--- config.mk ---
export PLATFORM = sky130hd
export DESIGN_NAME = imm_gen_pipe
export DESIGN_NICKNAME = d
export VERILOG_FILES = /design/src/rtl/imm_gen_pipe.sv
export SDC_FILE = /design/constraint.sdc
export NUM_CORES = 1
export LEC_CHECK = 0
export BUFFER_PORTS_ARGS = -buffer_cell sky130_fd_sc_hd__buf_2
export CELL_PAD_IN_SITES_DETAIL_PLACEMENT = 1
export CELL_PAD_IN_SITES_GLOBAL_PLACEMENT = 1
export CORE_AREA = 2 2 132 82
export DETAILED_ROUTE_END_ITERATION = 6
export DIE_AREA = 0 0 134 84
export PLACE_DENSITY = 0.78
export SKIP_LAST_GASP = 1
export SLEW_MARGIN = 40
export SYNTH_ARGS = -nofsm -noshare
export SYNTH_HDL_FRONTEND = slang
export SYNTH_SLANG_ARGS = --single-unit
--- constraint.sdc ---
create_clock -name clk -period 3.3 [get_ports clk]
set_input_delay 0.66 -clock clk [delete_from_list [all_inputs] [get_ports clk]]
set_output_delay 0.66 -clock clk [all_outputs]
set_load 0.02 [all_outputs]
--- src/rtl/imm_gen_pipe.sv ---
// Registered RISC-V immediate generator with a valid/ready handshake and a 2-entry skid buffer.
// Decodes the immediate, its type, CSR zimm and an illegal-opcode flag; carries a sideband tag.
module imm_gen_pipe #(
    parameter int XLEN  = 32,
    parameter int TAG_W = 8
) (
    input  logic             clk,
    input  logic             rst_n,
    input  logic             in_valid,
    output logic             in_ready,
    input  logic [31:0]      in_instr,
    input  logic [TAG_W-1:0] in_tag,
    output logic             out_valid,
    input  logic             out_ready,
    output logic [XLEN-1:0]  out_imm,
    output logic [2:0]       out_type,
    output logic             out_illegal,
    output logic [TAG_W-1:0] out_tag
);

    generate
        if (XLEN != 32 && XLEN != 64) begin : g_bad_xlen
            $error("imm_gen_pipe: XLEN must be 32 or 64");
        end
    endgenerate

    localparam logic [6:0] OPC_LOAD     = 7'b0000011;
    localparam logic [6:0] OPC_MISC_MEM = 7'b0001111;
    localparam logic [6:0] OPC_OP_IMM   = 7'b0010011;
    localparam logic [6:0] OPC_AUIPC    = 7'b0010111;
    localparam logic [6:0] OPC_STORE    = 7'b0100011;
    localparam logic [6:0] OPC_OP       = 7'b0110011;
    localparam logic [6:0] OPC_LUI      = 7'b0110111;
    localparam logic [6:0] OPC_BRANCH   = 7'b1100011;
    localparam logic [6:0] OPC_JALR     = 7'b1100111;
    localparam logic [6:0] OPC_JAL      = 7'b1101111;
    localparam logic [6:0] OPC_SYSTEM   = 7'b1110011;

    localparam logic [2:0] T_NONE = 3'd0;
    localparam logic [2:0] T_I    = 3'd1;
    localparam logic [2:0] T_S    = 3'd2;
    localparam logic [2:0] T_B    = 3'd3;
    localparam logic [2:0] T_U    = 3'd4;
    localparam logic [2:0] T_J    = 3'd5;
    localparam logic [2:0] T_Z    = 3'd6;

    typedef struct packed {
        logic signed [XLEN-1:0] imm;
        logic [2:0]             typ;
        logic                   ill;
        logic [TAG_W-1:0]       tag;
    } dec_t;

    // Every legal opcode ends in 2'b11, so compressed encodings fall into the default arm.
    function automatic dec_t decode(input logic [31:0] instr, input logic [TAG_W-1:0] tag);
        logic signed [31:0] imm32;
        dec_t d;
        imm32 = '0;
        d.typ = T_NONE;
        d.ill = 1'b0;
        d.tag = tag;
        case (instr[6:0])
            OPC_OP_IMM, OPC_LOAD, OPC_JALR, OPC_MISC_MEM: begin
                d.typ = T_I;
                imm32 = {{20{instr[31]}}, instr[31:20]};
            end
            OPC_STORE: begin
                d.typ = T_S;
                imm32 = {{20{instr[31]}}, instr[31:25], instr[11:7]};
            end
            OPC_BRANCH: begin
                d.typ = T_B;
                imm32 = {{19{instr[31]}}, instr[31], instr[7], instr[30:25], instr[11:8], 1'b0};
            end
            OPC_LUI, OPC_AUIPC: begin
                d.typ = T_U;
                imm32 = {instr[31:12], 12'b0};
            end
            OPC_JAL: begin
                d.typ = T_J;
                imm32 = {{11{instr[31]}}, instr[31], instr[19:12], instr[20], instr[30:21], 1'b0};
            end
            OPC_OP: d.typ = T_NONE;
            OPC_SYSTEM: begin
                case (instr[14:12])
                    3'b100: d.ill = 1'b1;
                    3'b101, 3'b110, 3'b111: begin
                        d.typ = T_Z;
                        imm32 = {27'b0, instr[19:15]};
                    end
                    default: begin
                        d.typ = T_I;
                        imm32 = {{20{instr[31]}}, instr[31:20]};
                    end
                endcase
            end
            default: d.ill = 1'b1;
        endcase
        d.imm = XLEN'(imm32);
        return d;
    endfunction

    dec_t dec_p0;
    dec_t main_p1;
    dec_t skid_p1;
    logic vld_p1;
    logic skid_valid;
    logic in_fire;
    logic main_free;

    always_comb begin
        dec_p0 = decode(in_instr, in_tag);
    end

    assign in_ready  = ~skid_valid;
    assign in_fire   = in_valid & in_ready;
    assign main_free = ~vld_p1 | out_ready;

    // p0 -> p1: main register is refilled from the skid first, otherwise from the decoder
    always_ff @(posedge clk) begin
        if (!rst_n) begin
            vld_p1     <= 1'b0;
            skid_valid <= 1'b0;
            main_p1    <= '0;
        end else if (main_free) begin
            if (skid_valid) begin
                main_p1    <= skid_p1;
                vld_p1     <= 1'b1;
                skid_valid <= 1'b0;
            end else begin
                main_p1 <= dec_p0;
                vld_p1  <= in_fire;
            end
        end else if (in_fire) begin
            skid_valid <= 1'b1;
        end
    end

    always_ff @(posedge clk) begin
        if (!main_free && in_fire) begin
            skid_p1 <= dec_p0;
        end
    end

    assign out_valid   = vld_p1;
    assign out_imm     = main_p1.imm;
    assign out_type    = main_p1.typ;
    assign out_illegal = main_p1.ill;
    assign out_tag     = main_p1.tag;

endmodule

== Word level (Yosys, flattened, before mapping) ==
Index checks and enable logic that the tools add are counted.

* Register bits: 90
* Input bits: 44

* Reduce and logical (&&, ||, !) cells: 7
* Muxes and demuxes: 8
* Equality and inequality tests: 15
* Bitwise gates (word level): 5

{| class="wikitable"
|+ Operators with widths
! cell !! count
|-
| 32-bit case mux with 6 select lines || 1
|-
| 32-bit case mux with 2 select lines || 1
|-
| 44-bit 2-to-1 mux || 1
|-
| 7-bit == test (second input constant) || 4
|-
| 7-bit by 6-bit == test with 1-bit output (second input constant) || 3
|-
| 3-bit case mux with 6 select lines || 1
|-
| 7-bit by 5-bit == test with 1-bit output (second input constant) || 2
|-
| 3-bit == test (second input constant) || 4
|-
| 10-bit OR reduction || 1
|-
| 7-bit by 2-bit == test with 1-bit output (second input constant) || 1
|-
| 7-bit by 4-bit == test with 1-bit output (second input constant) || 1
|-
| 3-bit case mux with 2 select lines || 1
|-
| 2-bit OR reduction || 2
|-
| 4-bit OR reduction || 1
|-
| 1-bit inverter || 3
|-
| 3-bit OR reduction || 1
|-
| 1-bit 2-to-1 mux || 2
|-
| 1-bit case mux with 2 select lines || 1
|-
| 1-bit bitwise AND || 1
|-
| 1-bit logical AND || 1
|-
| 1-bit logical NOT || 1
|-
| 1-bit OR || 1
|}

== Depth between registers and ports, before layout ==
* Depth after elaboration: 5
* Depth in mapped cells: 7
* Gate-level depth less buffers: 5

== Least setup slack after synthesis ==
No wires, ideal clock.

* Path type: input to register
* Start: input port out_ready
* End: register skid_p1[0] in the netlist's numbering, enable pin
* Stages on the path: 3
* Data arrival time: 2.188 ns
* Slack: 0.706 ns
* Path buffers: 1
* Setup time: 0.406 ns
* Path through: nor2b_1 -> clkbuf_1 -> and3_1

* Longest elaborated chain between the ends: 3

{| class="wikitable"
|+ RTL lines
! item !! line !! RTL
|-
| start, declared || 14 || <nowiki>input logic out_ready,</nowiki>
|-
| 1-bit OR || 117 || <nowiki>assign main_free = ~vld_p1 | out_ready;</nowiki>
|-
| 1-bit logical NOT || 140 || <nowiki>if (!main_free && in_fire) begin</nowiki>
|-
| 1-bit logical AND || 140 ||
|-
| end signal, assigned || 141 || <nowiki>skid_p1 <= dec_p0;</nowiki>
|-
| end, declared || 105 || <nowiki>dec_t skid_p1;</nowiki>
|}

Every way passes these cells.
A chain may end at the register's enable or synchronous reset.

== Worst setup path after layout ==
* Start: input port in_instr[3]
* End: register main_p1 (netlist bit out_imm[25])

* Longest elaborated chain between the ends: 4

{| class="wikitable"
|+ RTL lines
! item !! line !! RTL
|-
| start, declared || 11 || <nowiki>input logic [31:0] in_instr,</nowiki>
|-
| 7-bit by 5-bit == test with 1-bit output (tied with other cells) || 62 || <nowiki>case (instr[6:0])</nowiki>
|-
| 4-bit OR reduction or 2-bit OR reduction (tied branches) || -- ||
|-
| 32-bit case mux with 6 select lines * || 62 ||
|-
| 44-bit 2-to-1 mux * || 126 || <nowiki>if (skid_valid) begin</nowiki>
|-
| end signal, assigned || 127 || <nowiki>main_p1 <= skid_p1;</nowiki>
|-
| end signal, assigned || 131 || <nowiki>main_p1 <= dec_p0;</nowiki>
|-
| end, declared || 104 || <nowiki>dec_t main_p1;</nowiki>
|}

Mark *: on every way between the ends. The rest lies on a longest branch, timed or not.

==> metrics.yaml <==
setup_path:
  start_kind: "input pin"
  slowest_delay_ns: 0.45
  required_ns: 3.58
  end_kind: "flip-flop"
  critical_path.slowest_cell: "or3b_4"
  cp_max_fo: 15
  path_cells: "buf_2 > or3b_4 > a21o_1 > a31oi_1 > buf_4 > nand2_1 > nand2_1"
  crit_arrival_ns: 2.41
  critPathKind: "input pin to flip-flop"
  crit_top_cell: "nand2_1"
yosys:
  avgSynthCellArea_um2: 11.4
  synth_edf_count: 44
  synthesis.nets: 390
  yosysTopAreaCellShare: 0.335
  ys_seq_elements: 90
  synth_cell_type_count: 50
  synth_most_common_cell: "dfxtp_1"
  synth_common_cells: "dfxtp_1 (46), edfxtp_1 (44), nand2_1 (37), a21o_1 (25), a222oi_1 (19)"
  synthCells: 346
  yosysSeqAreaShare: 0.568
  synth_flop_cell: "dfxtp_1"
  yosysTopAreaCell: "edfxtp_1"
  syn_area_um2: 3950
  async_flop_share: 0
  ys_warn_count: 0
  synthTopCellsByArea: "edfxtp_1 (33%), dfxtp_1 (23%), a222oi_1 (4.8%)"
clock_tree:
  cts_buffers: 9
  post_cts_buffers: 0
  clock-root-buffer: "clkbuf_16"
  cts_buffer_depth: 2
  htree_levels: 3
  worstSkewPairLatency_ns: 0.35
  cts_tree: "built"
  postCtsResizedCells: 0
  cts_hold_buf: 0
  path_clk_slew_ns: 0.07
  cts.sinks: 90
floorplanning:
  coreArea_um2: 10200
  core.rowCount: 29
  chipHeight_um: 84
  die-area_um2: 11300
  die_w_um: 134
  io_pins: 90
  start_util: 0.387
worst_hold_path:
  hold_path.class: "flip-flop to flip-flop"
pwr:
  power.density_nw_per_um2: 512
  p_leak_nw: 2.23
  ir_drop_mv: 0.295
placement:
  dp_hpwl_mm: 7.83
  io_buffers: 89
  post-place-ws_ns: 0.821
  gp_congestion: 0.903
  place_inst: 555
route:
  wl_per_cell_um: 20.0
  wl_mm: 11.4
  drc_errors: 0
  ant_nets: 0
  num_vias: 3312
  drt-initial-drc-count: 462
  via_per_inst: 5.80
  dr.pass1.iters: 7
timing:
  finClkSkew_ns: 0.00746
  fin_crit_ns: 2.13
  rsz0062_at_grt: "false"
  hold_slack_ns: 0.476
  setup_tns_ns: 0
  slew_viol_final: 0
  finalHoldViolations: 0
  maxSlewHeadroom: 0.572
  worst_pin_slew_ns: 0.634
  finalCritPeriodShare: 0.646
  max_clock_freq_mhz: 469
  setup_violations: 0
  setup_slack_ns: 1.17
final_layout:
  layout.cells.non_filler: 571
  utilization: 0.472
  antenna_cells: 0
  drive_gt1_frac: 0.299
  layout.nets: 471
  syn2layout_area_growth_pct: 21.9
grt:
  grt_pass1_wl_mm: 18.1
  track_usage: 0.208
  grt_pass1_vias: 3275
  grt_overflow: 0
  grt_max_degree: 34
  antenna_found_initial: 0
job:
  max-cap-violations: 0
status:
  status: "completed"
==> layout by cell type (no fill, tap or decap), types with 7 or more instances in the layout <==
cell and n:
a21o_1 25, a22o_1 11, dfxtp_1 46, o211a_1 9
a21oi_1 8, edfxtp_1 44, nand2_1 37, and2_1 14
a222oi_1 19, nor2_1 8, buf_4 8, clkbuf_16 10
buf_2 89, o21ai_0 13, nand2b_1 7, mux2i_1 8
==> metal layers <==
layer	vias to the layer above	global-route usage	share of wire
met3	9	0.0553	0.083
met5	-	0	0
met4	0	0.0455	0.0082
met1	1654	0.309	0.49
li1	1497	-	-
met2	152	0.303	0.42
==> per-stage QoR <==
step	power [mW]	cell area (µm²)
2_1_floorplan	1.37	3950
3_3_place_gp	1.46	4520
3_5_place_dp	1.47	4520
4_1_cts	2.48	4810
5_1_grt	2.55	4810
6_report	2.46	4810
==> registers in the layout, summed over array words and instances (netlist names) <==
name	count
skid_p1	44
out_imm	32
out_tag	8
out_type	3
out_illegal	1
out_valid	1
skid_valid	1
==> layout make-up <==
cell class | count | area (µm²)
inverter | 3 | 11.3
timing repair buffer | 98 | 526
tap | 139 | 174
fill | 1143 | 5390
multi-input combinational | 225 | 1560
clock buffer | 10 | 250
clock inverter | 6 | 45.0
sequential | 90 | 2240
==> power breakdown <==
| part | switching [mW] | internal (mW) | total, mW |
|---|---|---|---|
| clock network | 0.454 | 0.562 | 1.02 |
| logic | 0.143 | 0.0814 | 0.224 |
| registers | 0.0167 | 1.21 | 1.22 |
==> worst paths after layout <==
check               from          end  slack [ns]  cells after the start
max reg2reg   skid_valid  out_imm[27]        1.23                      5
max          in_instr[3]  out_imm[25]        1.17                      7
min reg2reg  out_type[1]  out_type[1]        0.48                      2
min          out_type[1]  out_type[1]        0.48                      2
==> worst max-delay path, delay by kind of cell <==
kind                   cells  cell delay, ns
AO/OA/AOI/OAI              2            0.41
buffers and inverters      2            0.46
AND/OR/NAND/NOR            3            0.87
==> logic make-up (layout without fill, tap and decap cells) <==
group,after synthesis,in the layout,synth area share
compound gates,118,118,0.241
buf+inv,31,117,0.0361
flops,90,90,0.568
mux,8,8,0.0203
simple gates,99,99,0.134
Power figures use the tool's default switching activity.
